### config.mk
export PLATFORM = sky130hd
export DESIGN_NAME = instr_fetch_ctrl_flat
export DESIGN_NICKNAME = d
export VERILOG_FILES = /design/src/rtl/riscv_pkg.sv /design/src/rtl/instr_fetch_ctrl_if.sv /design/src/rtl/instr_fetch_ctrl_fifo.sv /design/src/rtl/instr_fetch_ctrl.sv /design/src/flat_wrapper.sv
export SDC_FILE = /design/constraint.sdc
export NUM_CORES = 1
export LEC_CHECK = 0
export CORE_UTILIZATION = 58
export CTS_CLUSTER_SIZE = 40
export DETAILED_ROUTE_END_ITERATION = 6
export PLACE_DENSITY = 0.88
export REMOVE_ABC_BUFFERS = 1
export SETUP_SLACK_MARGIN = 0.5
export SYNTH_ARGS = -nofsm -noshare
export SYNTH_HDL_FRONTEND = slang
export SYNTH_SLANG_ARGS = --single-unit
### constraint.sdc
create_clock -name clk -period 4.6 [get_ports clk]
set_input_delay 0.92 -clock clk [delete_from_list [all_inputs] [get_ports clk]]
set_output_delay 0.92 -clock clk [all_outputs]
set_load 0.005 [all_outputs]
### src/rtl/riscv_pkg.sv
// ---------------------------------------------------------------------------
// riscv_pkg
// Shared definitions for the instruction fetch slice.
//   XLEN        : architectural register / address width
//   INST_BYTES  : size of one fetched instruction word in bytes
//   fetch_state_e : controller states (IDLE, FETCH, FLUSH)
//   NOP         : canonical ADDI x0,x0,0 encoding
//   align_pc()  : clears the two byte-offset bits of a PC
// ---------------------------------------------------------------------------
package riscv_pkg;

   localparam int XLEN       = 32;
   localparam int INST_BYTES = 4;

   localparam logic [XLEN-1:0] NOP = 32'h0000_0013;

   typedef enum logic [1:0] {
      IDLE  = 2'd0,
      FETCH = 2'd1,
      FLUSH = 2'd2
   } fetch_state_e;

   function automatic logic [XLEN-1:0] align_pc(input logic [XLEN-1:0] pc);
      return {pc[XLEN-1:2], 2'b00};
   endfunction

endpackage

### src/rtl/instr_fetch_ctrl_if.sv
// ---------------------------------------------------------------------------
// instr_fetch_ctrl_if
// Groups the fetch controller's memory-side and decode-side handshakes.
//   mem_req / mem_addr / mem_gnt       : request/grant to instruction memory
//   mem_rvalid / mem_rdata             : in-order response words
//   redirect / redirect_pc             : restart request from branch resolution
//   inst_valid / inst_ready            : valid/ready toward decode
//   instruction / inst_pc              : head instruction and its address
// Modports: master = fetch controller, slave = memory/decode environment.
// ---------------------------------------------------------------------------
interface instr_fetch_ctrl_if;
   import riscv_pkg::*;

   logic            mem_req;
   logic [XLEN-1:0] mem_addr;
   logic            mem_gnt;
   logic            mem_rvalid;
   logic [XLEN-1:0] mem_rdata;
   logic            redirect;
   logic [XLEN-1:0] redirect_pc;
   logic            inst_valid;
   logic            inst_ready;
   logic [XLEN-1:0] instruction;
   logic [XLEN-1:0] inst_pc;

   modport master (
      output mem_req, mem_addr, inst_valid, instruction, inst_pc,
      input  mem_gnt, mem_rvalid, mem_rdata, redirect, redirect_pc, inst_ready
   );

   modport slave (
      input  mem_req, mem_addr, inst_valid, instruction, inst_pc,
      output mem_gnt, mem_rvalid, mem_rdata, redirect, redirect_pc, inst_ready
   );

endinterface

### src/rtl/instr_fetch_ctrl_fifo.sv
// ---------------------------------------------------------------------------
// fetch_fifo
// Parameterized synchronous FIFO with flush.
//   clk, rst_n : clock, asynchronous active-low reset
//   push, push_data : write one entry (ignored when full)
//   pop        : remove head entry (ignored when empty)
//   flush      : empties the FIFO, wins over push/pop
//   head_data  : oldest entry
//   count, empty, full : occupancy status
// DEPTH must be a power of two so the pointers wrap naturally.
// ---------------------------------------------------------------------------
module fetch_fifo #(
   parameter int WIDTH = 64,
   parameter int DEPTH = 2,
   parameter int CNT_W = $clog2(DEPTH) + 1
) (
   input  logic             clk,
   input  logic             rst_n,
   input  logic             push,
   input  logic [WIDTH-1:0] push_data,
   input  logic             pop,
   input  logic             flush,
   output logic [WIDTH-1:0] head_data,
   output logic [CNT_W-1:0] count,
   output logic             empty,
   output logic             full
);

   localparam int PTR_W = $clog2(DEPTH);

   logic [WIDTH-1:0] mem_r [DEPTH];
   logic [PTR_W-1:0] wr_ptr_r;
   logic [PTR_W-1:0] rd_ptr_r;
   logic [CNT_W-1:0] count_r;
   logic             do_push_s;
   logic             do_pop_s;

   assign empty     = (count_r == '0);
   assign full      = (count_r == CNT_W'(DEPTH));
   assign count     = count_r;
   assign head_data = mem_r[rd_ptr_r];
   assign do_push_s = push & ~full;
   assign do_pop_s  = pop & ~empty;

   // storage, pointers and occupancy
   always_ff @(posedge clk or negedge rst_n) begin
      if (!rst_n) begin
         wr_ptr_r <= '0;
         rd_ptr_r <= '0;
         count_r  <= '0;
         for (int i = 0; i < DEPTH; i++) begin
            mem_r[i] <= '0;
         end
      end else if (flush) begin
         wr_ptr_r <= '0;
         rd_ptr_r <= '0;
         count_r  <= '0;
      end else begin
         if (do_push_s) begin
            mem_r[wr_ptr_r] <= push_data;
            wr_ptr_r        <= wr_ptr_r + PTR_W'(1);
         end
         if (do_pop_s) begin
            rd_ptr_r <= rd_ptr_r + PTR_W'(1);
         end
         case ({do_push_s, do_pop_s})
            2'b10:   count_r <= count_r + CNT_W'(1);
            2'b01:   count_r <= count_r - CNT_W'(1);
            default: count_r <= count_r;
         endcase
      end
   end

endmodule

### src/rtl/instr_fetch_ctrl.sv
// ---------------------------------------------------------------------------
// instr_fetch_ctrl
// Instruction fetch sequencer: issues word fetches, buffers returned words
// with their PCs, presents them to decode, and handles redirects by flushing
// and discarding responses still in flight.
//   clk, rst_n : clock, asynchronous active-low reset
//   bus        : instr_fetch_ctrl_if.master (memory + decode + redirect)
//   perf_stall_cycles : saturating stall counter, present only when the
//                       macro INSTR_FETCH_PERF_EN is defined
// Optional feature macro: INSTR_FETCH_PERF_EN
// ---------------------------------------------------------------------------
module instr_fetch_ctrl
   import riscv_pkg::*;
#(
   parameter logic [XLEN-1:0] RESET_PC   = 32'h0000_0000,
   parameter int              FIFO_DEPTH = 2,
   parameter int              CNT_W      = $clog2(FIFO_DEPTH) + 1
) (
   input  logic               clk,
   input  logic               rst_n,
   instr_fetch_ctrl_if.master bus
`ifdef INSTR_FETCH_PERF_EN
   ,
   output logic [31:0]        perf_stall_cycles
`endif
);

   // One extra bit so sums of two counters never wrap.
   localparam int SUM_W = CNT_W + 1;

   fetch_state_e    state_r;
   fetch_state_e    state_nx_s;
   logic [XLEN-1:0] fetch_pc_r;
   logic [XLEN-1:0] fetch_pc_nx_s;
   logic [CNT_W-1:0] drop_r;
   logic [CNT_W-1:0] drop_nx_s;
   logic            mem_req_r;
   logic            mem_req_nx_s;

   logic            grant_s;
   logic            rsp_legal_s;
   logic            proto_err_s;
   logic            push_s;
   logic            pop_s;
   logic            flush_s;
   logic            aq_push_s;
   logic            aq_pop_s;
   logic [SUM_W-1:0] inflight_s;
   logic [CNT_W-1:0] fifo_count_nx_s;
   logic [CNT_W-1:0] outstanding_nx_s;

   logic [2*XLEN-1:0] fifo_head_s;
   logic [CNT_W-1:0]  fifo_count_s;
   logic              fifo_empty_s;
   logic              fifo_full_s;
   logic [XLEN-1:0]   aq_head_s;
   logic [CNT_W-1:0]  outstanding_s;
   logic              aq_empty_s;
   logic              aq_full_s;

   // Instruction buffer: {pc, word} per entry.
   fetch_fifo #(
      .WIDTH (2*XLEN),
      .DEPTH (FIFO_DEPTH),
      .CNT_W (CNT_W)
   ) u_inst_fifo (
      .clk       (clk),
      .rst_n     (rst_n),
      .push      (push_s),
      .push_data ({aq_head_s, bus.mem_rdata}),
      .pop       (pop_s),
      .flush     (flush_s),
      .head_data (fifo_head_s),
      .count     (fifo_count_s),
      .empty     (fifo_empty_s),
      .full      (fifo_full_s)
   );

   // Address queue of granted-but-unanswered requests; its occupancy is the
   // outstanding counter and its head is the PC of the next response.
   fetch_fifo #(
      .WIDTH (XLEN),
      .DEPTH (FIFO_DEPTH),
      .CNT_W (CNT_W)
   ) u_addr_queue (
      .clk       (clk),
      .rst_n     (rst_n),
      .push      (aq_push_s),
      .push_data (fetch_pc_r),
      .pop       (aq_pop_s),
      .flush     (flush_s),
      .head_data (aq_head_s),
      .count     (outstanding_s),
      .empty     (aq_empty_s),
      .full      (aq_full_s)
   );

   assign bus.mem_req     = mem_req_r;
   assign bus.mem_addr    = fetch_pc_r;
   assign bus.inst_valid  = ~fifo_empty_s;
   assign bus.instruction = fifo_empty_s ? 32'h0000_0000 : fifo_head_s[XLEN-1:0];
   assign bus.inst_pc     = fifo_empty_s ? 32'h0000_0000 : fifo_head_s[2*XLEN-1:XLEN];

   // next-state, counter and handshake decisions for this cycle
   always_comb begin
      grant_s     = mem_req_r & bus.mem_gnt;
      // A response is expected only if something is still in flight.
      rsp_legal_s = bus.mem_rvalid & ((drop_r != '0) | ~aq_empty_s);
      proto_err_s = bus.mem_rvalid & ~rsp_legal_s;

      push_s        = 1'b0;
      pop_s         = 1'b0;
      flush_s       = 1'b0;
      aq_push_s     = 1'b0;
      aq_pop_s      = 1'b0;
      fetch_pc_nx_s = fetch_pc_r;
      drop_nx_s     = drop_r;
      state_nx_s    = state_r;

      // Everything still owed by memory after this cycle, including a grant
      // taken now and less a response consumed now.
      inflight_s = SUM_W'(drop_r) + SUM_W'(outstanding_s) + SUM_W'(grant_s)
                   - SUM_W'(rsp_legal_s);

      if (bus.redirect) begin
         flush_s       = 1'b1;
         fetch_pc_nx_s = align_pc(bus.redirect_pc);
         drop_nx_s     = inflight_s[CNT_W-1:0];
         if (drop_nx_s != '0) begin
            state_nx_s = FLUSH;
         end else begin
            state_nx_s = FETCH;
         end
      end else begin
         pop_s = ~fifo_empty_s & bus.inst_ready;

         if (grant_s) begin
            aq_push_s     = ~aq_full_s;
            fetch_pc_nx_s = fetch_pc_r + XLEN'(INST_BYTES);
         end else begin
            aq_push_s     = 1'b0;
            fetch_pc_nx_s = fetch_pc_r;
         end

         if (bus.mem_rvalid && (drop_r != '0)) begin
            drop_nx_s = drop_r - CNT_W'(1);
         end else if (rsp_legal_s) begin
            push_s   = ~fifo_full_s;
            aq_pop_s = 1'b1;
         end else begin
            // no response, or one with nothing in flight: ignored
            drop_nx_s = drop_r;
         end

         case (state_r)
            IDLE:    state_nx_s = FETCH;
            FETCH:   state_nx_s = FETCH;
            FLUSH: begin
               if (drop_nx_s == '0) begin
                  state_nx_s = FETCH;
               end else begin
                  state_nx_s = FLUSH;
               end
            end
            default: state_nx_s = IDLE;
         endcase
      end

      if (flush_s) begin
         fifo_count_nx_s = '0;
      end else begin
         case ({push_s, pop_s})
            2'b10:   fifo_count_nx_s = fifo_count_s + CNT_W'(1);
            2'b01:   fifo_count_nx_s = fifo_count_s - CNT_W'(1);
            default: fifo_count_nx_s = fifo_count_s;
         endcase
      end

      if (flush_s) begin
         outstanding_nx_s = '0;
      end else begin
         case ({aq_push_s, aq_pop_s})
            2'b10:   outstanding_nx_s = outstanding_s + CNT_W'(1);
            2'b01:   outstanding_nx_s = outstanding_s - CNT_W'(1);
            default: outstanding_nx_s = outstanding_s;
         endcase
      end

      // Request is registered from next-cycle occupancy so that it equals
      // the issue rule evaluated on the registered state.
      mem_req_nx_s = (state_nx_s == FETCH) &&
                     ((SUM_W'(fifo_count_nx_s) + SUM_W'(outstanding_nx_s))
                      < SUM_W'(FIFO_DEPTH));
   end

   // controller state, fetch PC, drop counter and request register
   always_ff @(posedge clk or negedge rst_n) begin
      if (!rst_n) begin
         state_r    <= IDLE;
         fetch_pc_r <= RESET_PC;
         drop_r     <= '0;
         mem_req_r  <= 1'b0;
      end else begin
         state_r    <= state_nx_s;
         fetch_pc_r <= fetch_pc_nx_s;
         drop_r     <= drop_nx_s;
         mem_req_r  <= mem_req_nx_s;
      end
   end

`ifdef INSTR_FETCH_PERF_EN
   logic [31:0] perf_r;

   // saturating count of cycles where decode is starved or fetch is flushing
   always_ff @(posedge clk or negedge rst_n) begin
      if (!rst_n) begin
         perf_r <= 32'h0000_0000;
      end else if ((((state_r == FETCH) && fifo_empty_s) || (state_r == FLUSH)) &&
                   (perf_r != 32'hFFFF_FFFF)) begin
         perf_r <= perf_r + 32'h0000_0001;
      end else begin
         perf_r <= perf_r;
      end
   end

   assign perf_stall_cycles = perf_r;
`endif

endmodule

### src/flat_wrapper.sv
// flat-port wrapper written by rule: the top's interface ports become plain ports
module instr_fetch_ctrl_flat import riscv_pkg::*;
#(
   parameter logic [XLEN-1:0] RESET_PC   = 32'h0000_0000,
   parameter int              FIFO_DEPTH = 2,
   parameter int              CNT_W      = $clog2(FIFO_DEPTH) + 1
)
  (clk, rst_n, bus_mem_req, bus_mem_addr, bus_inst_valid, bus_instruction, bus_inst_pc, bus_mem_gnt, bus_mem_rvalid, bus_mem_rdata, bus_redirect, bus_redirect_pc, bus_inst_ready);
  instr_fetch_ctrl_if bus_i ();
  input  logic clk;
  input  logic rst_n;
  output wire logic [$bits(bus_i.mem_req)-1:0] bus_mem_req;
  output wire logic [$bits(bus_i.mem_addr)-1:0] bus_mem_addr;
  output wire logic [$bits(bus_i.inst_valid)-1:0] bus_inst_valid;
  output wire logic [$bits(bus_i.instruction)-1:0] bus_instruction;
  output wire logic [$bits(bus_i.inst_pc)-1:0] bus_inst_pc;
  input wire logic [$bits(bus_i.mem_gnt)-1:0] bus_mem_gnt;
  input wire logic [$bits(bus_i.mem_rvalid)-1:0] bus_mem_rvalid;
  input wire logic [$bits(bus_i.mem_rdata)-1:0] bus_mem_rdata;
  input wire logic [$bits(bus_i.redirect)-1:0] bus_redirect;
  input wire logic [$bits(bus_i.redirect_pc)-1:0] bus_redirect_pc;
  input wire logic [$bits(bus_i.inst_ready)-1:0] bus_inst_ready;
  assign bus_mem_req = bus_i.mem_req;
  assign bus_mem_addr = bus_i.mem_addr;
  assign bus_inst_valid = bus_i.inst_valid;
  assign bus_instruction = bus_i.instruction;
  assign bus_inst_pc = bus_i.inst_pc;
  assign bus_i.mem_gnt = bus_mem_gnt;
  assign bus_i.mem_rvalid = bus_mem_rvalid;
  assign bus_i.mem_rdata = bus_mem_rdata;
  assign bus_i.redirect = bus_redirect;
  assign bus_i.redirect_pc = bus_redirect_pc;
  assign bus_i.inst_ready = bus_inst_ready;
  instr_fetch_ctrl #(.RESET_PC(RESET_PC), .FIFO_DEPTH(FIFO_DEPTH), .CNT_W(CNT_W)) u_core (.clk(clk), .rst_n(rst_n), .bus(bus_i));
endmodule
-- After elaboration in Yosys (flattened, before gate mapping)
Cells that the tools add are included.
- $add $sub $neg: 14
- bitwise gates (word level): 17
- multiplexer cells: 49
- $lt $le $gt $ge: 7
- equality and inequality tests: 13
- reduce and logical (&&, ||, !) cells: 20
- operators by type and width (kind ; number):
    $mux 32 ; 8
    $mux 64 ; 4
    $bwmux 128 ; 1
    $bwmux 64 ; 1
    $demux 64 s1 ; 1
    $add 32x3->32 const B ; 1
    $demux 32 s1 ; 1
    $mux 2 ; 10
    $pmux 2 s2 ; 5
    $mux 1 ; 18
    $eq 2x2->1 const B ; 7
    $reduce_bool 2->1 ; 7
    $eq 2x1->1 const B ; 6
    $ge 2x2->1 const B ; 4
    $logic_not 2->1 ; 4
    $not 1->2 ; 4
    $and 1x1->1 ; 7
    $reduce_bool 3->1 ; 2
    $sub 2x1->2 const B ; 3
    $not 1->1 ; 5
    $add 1x1->1 const B ; 4
    $add 2x1->2 const B ; 2
    $logic_and 1x1->1 ; 4
    $lt 2x1->1 const B ; 2
    8 further kinds ; 9
- flip-flop bits (word level): 237
- bits of input ports: 70

-- Depth between registers and ports, before layout
- depth in word-level cells: 13
- mapped depth: 14

-- Modules after synthesis
From an unflattened synthesis, not the netlist that was laid out.
- cells, all modules: 887
- area, all modules: 11717.5 um^2
- by module, submodules not included (module ; area each (um^2) ; instances ; cells an instance):
    fetch_fifo at u_core.u_inst_fifo ; 5957.0 ; 1 ; 364
    fetch_fifo at u_core.u_addr_queue ; 3090.5 ; 1 ; 195
    instr_fetch_ctrl ; 2670.1 ; 1 ; 328

-- Least setup slack after synthesis
Ideal clock, no wire load.
- kind: in2reg
- start point: in bus_redirect
- end point: reg u_core.mem_req_r (netlist: u_core.bus.mem_req)
- slack: 1.581 ns
- arrival time: 2.953 ns
- path buffers: 2
- library setup time: 0.065 ns
- stages on the path: 10
- data required time: 4.535 ns
- path through: clkbuf_1 -> buf_1 -> nor2_1 -> ha_1 -> nor3_1 -> a21oi_1 -> nor3_1 -> fa_1 -> nor2_1 -> o211a_1
- longest elaborated chain between the ends: 7
- elaborated cells on any way between the ends: 18
- ends and longest elaborated chain (element ; line ; text):
    start, declared ; flat_wrapper.sv:20 ; input wire logic [$bits(bus_i.redirect)-1:0] bus_redirect;
    $mux 1 ; instr_fetch_ctrl.sv:125 ; if (bus.redirect) begin
    $eq 2x1->1 (tied with other cells) ; instr_fetch_ctrl.sv:172 ; case ({push_s, pop_s})
    $pmux 2 s2, on equally long branches ; instr_fetch_ctrl.sv:172, instr_fetch_ctrl.sv:182 ;
    $mux 2, on equally long branches ; instr_fetch_ctrl.sv:169, instr_fetch_ctrl.sv:179 ;
    $add 2x2->3 ; instr_fetch_ctrl.sv:192 ; ((SUM_W'(fifo_count_nx_s) + SUM_W'(outstanding_nx_s))
    $lt 3x2->1 ; instr_fetch_ctrl.sv:193 ; < SUM_W'(FIFO_DEPTH));
    $logic_and 1x1->1 (*) ; instr_fetch_ctrl.sv:191 ; mem_req_nx_s = (state_nx_s == FETCH) &&
    net u_core.mem_req_nx_s ; instr_fetch_ctrl.sv:38 ; logic mem_req_nx_s;
    end signal, assigned ; instr_fetch_ctrl.sv:207 ; mem_req_r <= mem_req_nx_s;
    end, declared ; instr_fetch_ctrl.sv:37 ; logic mem_req_r;
The timed path passes the listed nets; every way through them passes the cells marked *.
A chain may end at the register's enable or synchronous reset.

-- Worst setup path in the final report
- start point: reg u_core.u_inst_fifo.count_r[0] (netlist: u_core.u_inst_fifo.count[0])
- end point: out bus_inst_pc[23]
- longest elaborated chain between the ends: 2
- ends and longest elaborated chain (element ; line ; text):
    start, declared ; instr_fetch_ctrl_fifo.sv:34 ; logic [CNT_W-1:0] count_r;
    start signal, assigned ; instr_fetch_ctrl_fifo.sv:67 ; 2'b10: count_r <= count_r + CNT_W'(1);
    start signal, assigned ; instr_fetch_ctrl_fifo.sv:68 ; 2'b01: count_r <= count_r - CNT_W'(1);
    start signal, assigned ; instr_fetch_ctrl_fifo.sv:69 ; default: count_r <= count_r;
    $logic_not 2->1 ; instr_fetch_ctrl_fifo.sv:38 ; assign empty = (count_r == '0);
    $mux 32 ; instr_fetch_ctrl.sv:102 ; assign bus.inst_pc = fifo_empty_s ? 32'h0000_0000 : fifo_head_s[2*XLEN-1:XLEN];
    end, declared ; flat_wrapper.sv:16 ; output wire logic [$bits(bus_i.inst_pc)-1:0] bus_inst_pc;
Every way passes these cells.

==> flow_metrics.py <==
metrics = {
    "status": {
        "outcome": "complete, but fails checks",
        "violations": "DRC",
    },
    "global_routing": {
        "grt_max_degree": 126,
        "grt_overflow": 0,
        "grt_first_pass_wirelength_mm": 40.3,
        "grt_pass1_vias": 7900,
        "grt_usage_pct": 26.1,
        "antenna_found_initial": 1,
    },
    "detailed_routing": {
        "wirelength_mm": 24.4,
        "drc": 16,
        "drtIter0Drc": 409,
        "viasPerCell": 5.81,
        "final_antenna_net_count": 0,
        "route.vias.total": 7703,
        "detail_route.wl_per_cell_um": 18.4,
        "drt_pre_antenna_iters": 7,
    },
    "layout": {
        "synthToLayoutAreaGrowth_pct": 23.0,
        "drive_gt1_share_pct": 16.9,
        "most-common-layout-cells": "dfrtp_1, clkdlybuf4s50_1, mux2_2",
        "layout_commonest_cell": "dfrtp_1",
        "fin_nets": 1165,
    },
    "die": {
        "coreArea_um2": 18100,
        "ios": 168,
        "chipWidth_um": 139,
        "initial_core_util_pct": 59.6,
        "fp.dieH_um": 139,
        "rows": 49,
        "die_area_um2": 19200,
    },
    "timing": {
        "finalMaxSlewViolations": 0,
        "finalSetupViolCount": 0,
        "fin_crit_sh_pct": 80.5,
        "rsz0062_at_grt": "false",
        "finalSetupTns_ns": 0,
        "worst_slew_pin_slew_ns": 1.09,
        "hold_viol_final": 0,
        "maxSlewHeadroom_pct": 27.2,
        "timing.hold.ws_ns": 0.476,
        "finClkSkew_ns": 0.0150,
        "fmax_ghz": 0.270,
        "fin_crit_ns": 3.71,
    },
    "logic_synthesis": {
        "yosysUniqueCellTypes": 47,
        "ys_seq_area_share_pct": 52.5,
        "yosys_most_used_dff": "dfrtp_1",
        "synth_cells": 940,
        "async_reset_ff_share_pct": 100,
        "synth_seq_cells": 227,
        "yosys_warnings": 0,
        "avgSynthCellArea_um2": 11.5,
        "synth_area_um2": 10800,
        "synth_edf_count": 0,
    },
    "clock_network": {
        "cts.sinks": 227,
        "cts_tree": "built",
        "cts-root-buf": "clkbuf_16",
        "clk_latency_ns": 0.52,
        "cts_resized": 0,
        "hold_buffers": 0,
        "clk_pin_slew_ns": 0.06,
        "h-tree-depth": 1,
        "clk_path_buf_depth": 3,
        "cts-buffers-inserted": 24,
        "cts_setup_buffers": 0,
    },
    "pwr": {
        "leakage_nw": 5.70,
        "power.density_nw_per_um2": 481,
        "peakVddDrop_uv": 286,
    },
    "placed_design": {
        "port_buffers": 161,
        "gp_congestion": 0.800,
        "dp_hpwl_mm": 15.3,
    },
    "critical_path": {
        "worstSetupStartpointType": "flip-flop",
        "arrival_ns": 2.79,
        "cp_data_required_time_ns": 3.68,
        "critPathCaptureType": "output pin",
        "worstPathMaxFanout": 45,
        "crit_type": "flip-flop to output pin",
    },
    "run": {
        "cap_violations": 0,
    },
    "hold_path": {
        "hold_class": "flip-flop to flip-flop",
    },
}
==> synthesized netlist by cell type (all sizes together) (6+ instances only) <==
master | n | area, um2
a211oi | 6 | 45.0
a31oi | 16 | 100
and3 | 6 | 37.5
buf | 31 | 205
clkbuf | 31 | 118
dfrtp | 227 | 5680
ha | 13 | 163
inv | 19 | 71.3
mux2 | 124 | 1510
mux2i | 93 | 931
nand2 | 86 | 323
nand3 | 13 | 65.1
nand4 | 10 | 77.6
nor2 | 90 | 338
o21ai | 80 | 400
o31ai | 15 | 113
or3 | 7 | 43.8
or4 | 16 | 120
xor2 | 16 | 140
==> power breakdown <==
group          switching [mW]  total, mW  internal (mW)  leakage [nW]
combinational           0.687       1.55          0.863          2.38
clock                   0.761       1.87           1.11         0.383
sequential              0.399       2.97           2.57          2.94
total                    1.85       6.39           4.55          5.70
==> cell families (layout without fill, tap and decap cells) <==
logic type | count (synthesis) | in the layout | share of synthesized area [%]
mux | 217 | 217 | 22.5
xor+xnor | 21 | 21 | 1.70
buf+inv | 82 | 235 | 3.72
fa+ha+maj | 15 | 15 | 1.87
simple gates | 250 | 250 | 10.9
compound gates | 127 | 127 | 6.72
other cells | 1 | 5 | 0.0347
flops | 227 | 227 | 52.5
==> metrics by stage <==
| step | power, mW | area, um2 | setup WS (ns) | utilization (%) | cells |
|---|---|---|---|---|---|
| detailed placement | 4.52 | 12500 | 0.842 | 69.1 | 1283 |
| floorplan | 3.94 | 10500 | 1.11 | - | 880 |
| finish | 6.39 | 13300 | 0.895 | 73.3 | 1326 |
| global route | 6.76 | 13300 | 0.766 | 73.3 | 1326 |
| global placement | 4.41 | 12500 | 0.920 | 69.1 | 1283 |
| CTS | 6.44 | 13300 | 0.879 | 73.3 | 1325 |
==> critical path: stages (launching register included) <==
cell,delay (ns)
dfrtp_1,0.43
inv_1,0.10
ha_2,0.55
buf_4,0.54
nor2_1,0.16
clkdlybuf4s50_1,0.47
==> final timing paths <==
path	start	to	slack [ns]	cells past startpoint
setup / recovery	u_core.u_inst_fifo.count[0]$_DFFE_PN0P_	bus_inst_pc[23]	0.89	5
hold / removal	u_core.u_inst_fifo.mem_r[112]$_DFFE_PN0P_	u_core.u_inst_fifo.mem_r[112]$_DFFE_PN0P_	0.48	2
setup reg to reg	u_core.u_inst_fifo.count[0]$_DFFE_PN0P_	u_core.bus.mem_req$_DFF_PN0_	1.53	12
hold reg to reg	u_core.u_inst_fifo.mem_r[112]$_DFFE_PN0P_	u_core.u_inst_fifo.mem_r[112]$_DFFE_PN0P_	0.48	2
max in group asynchronous	rst_n	u_core.bus.mem_addr[14]$_DFFE_PN0N_	3.09	2
min in group asynchronous	rst_n	u_core.u_inst_fifo.mem_r[6]$_DFFE_PN0P_	0.50	1
==> cell type report <==
class	instances	area [um2]
sequential	227	5690
fill	1262	4840
multi-input combinational	634	4760
timing repair buffer	174	1730
clock buffer	36	706
tap	229	287
inverter	19	71.3
clock inverter	6	66.3
antenna	1	2.50
==> state kept, by name, summed over array words and instances (netlist names) <==
name	cells
u_core.bus.mem_addr	30
u_core.bus.mem_req	1
u_core.drop_r	2
u_core.state_r	2
u_core.u_addr_queue.count	2
u_core.u_addr_queue.mem_r	60
u_core.u_addr_queue.rd_ptr_r	1
u_core.u_addr_queue.wr_ptr_r	1
u_core.u_inst_fifo.count	2
u_core.u_inst_fifo.mem_r	124
u_core.u_inst_fifo.rd_ptr_r	1
u_core.u_inst_fifo.wr_ptr_r	1
==> metal layers <==
layer	share of wire (%)	wire length (um)	vias up	global-route usage (%)
met4	2.9	705	0	9.52
met5	0	0	-	0
li1	-	-	3572	-
met1	43	10400	3850	33.8
met3	5.3	1290	50	3.73
met2	49	11900	231	45.0
(Power assumes the default switching activity.)
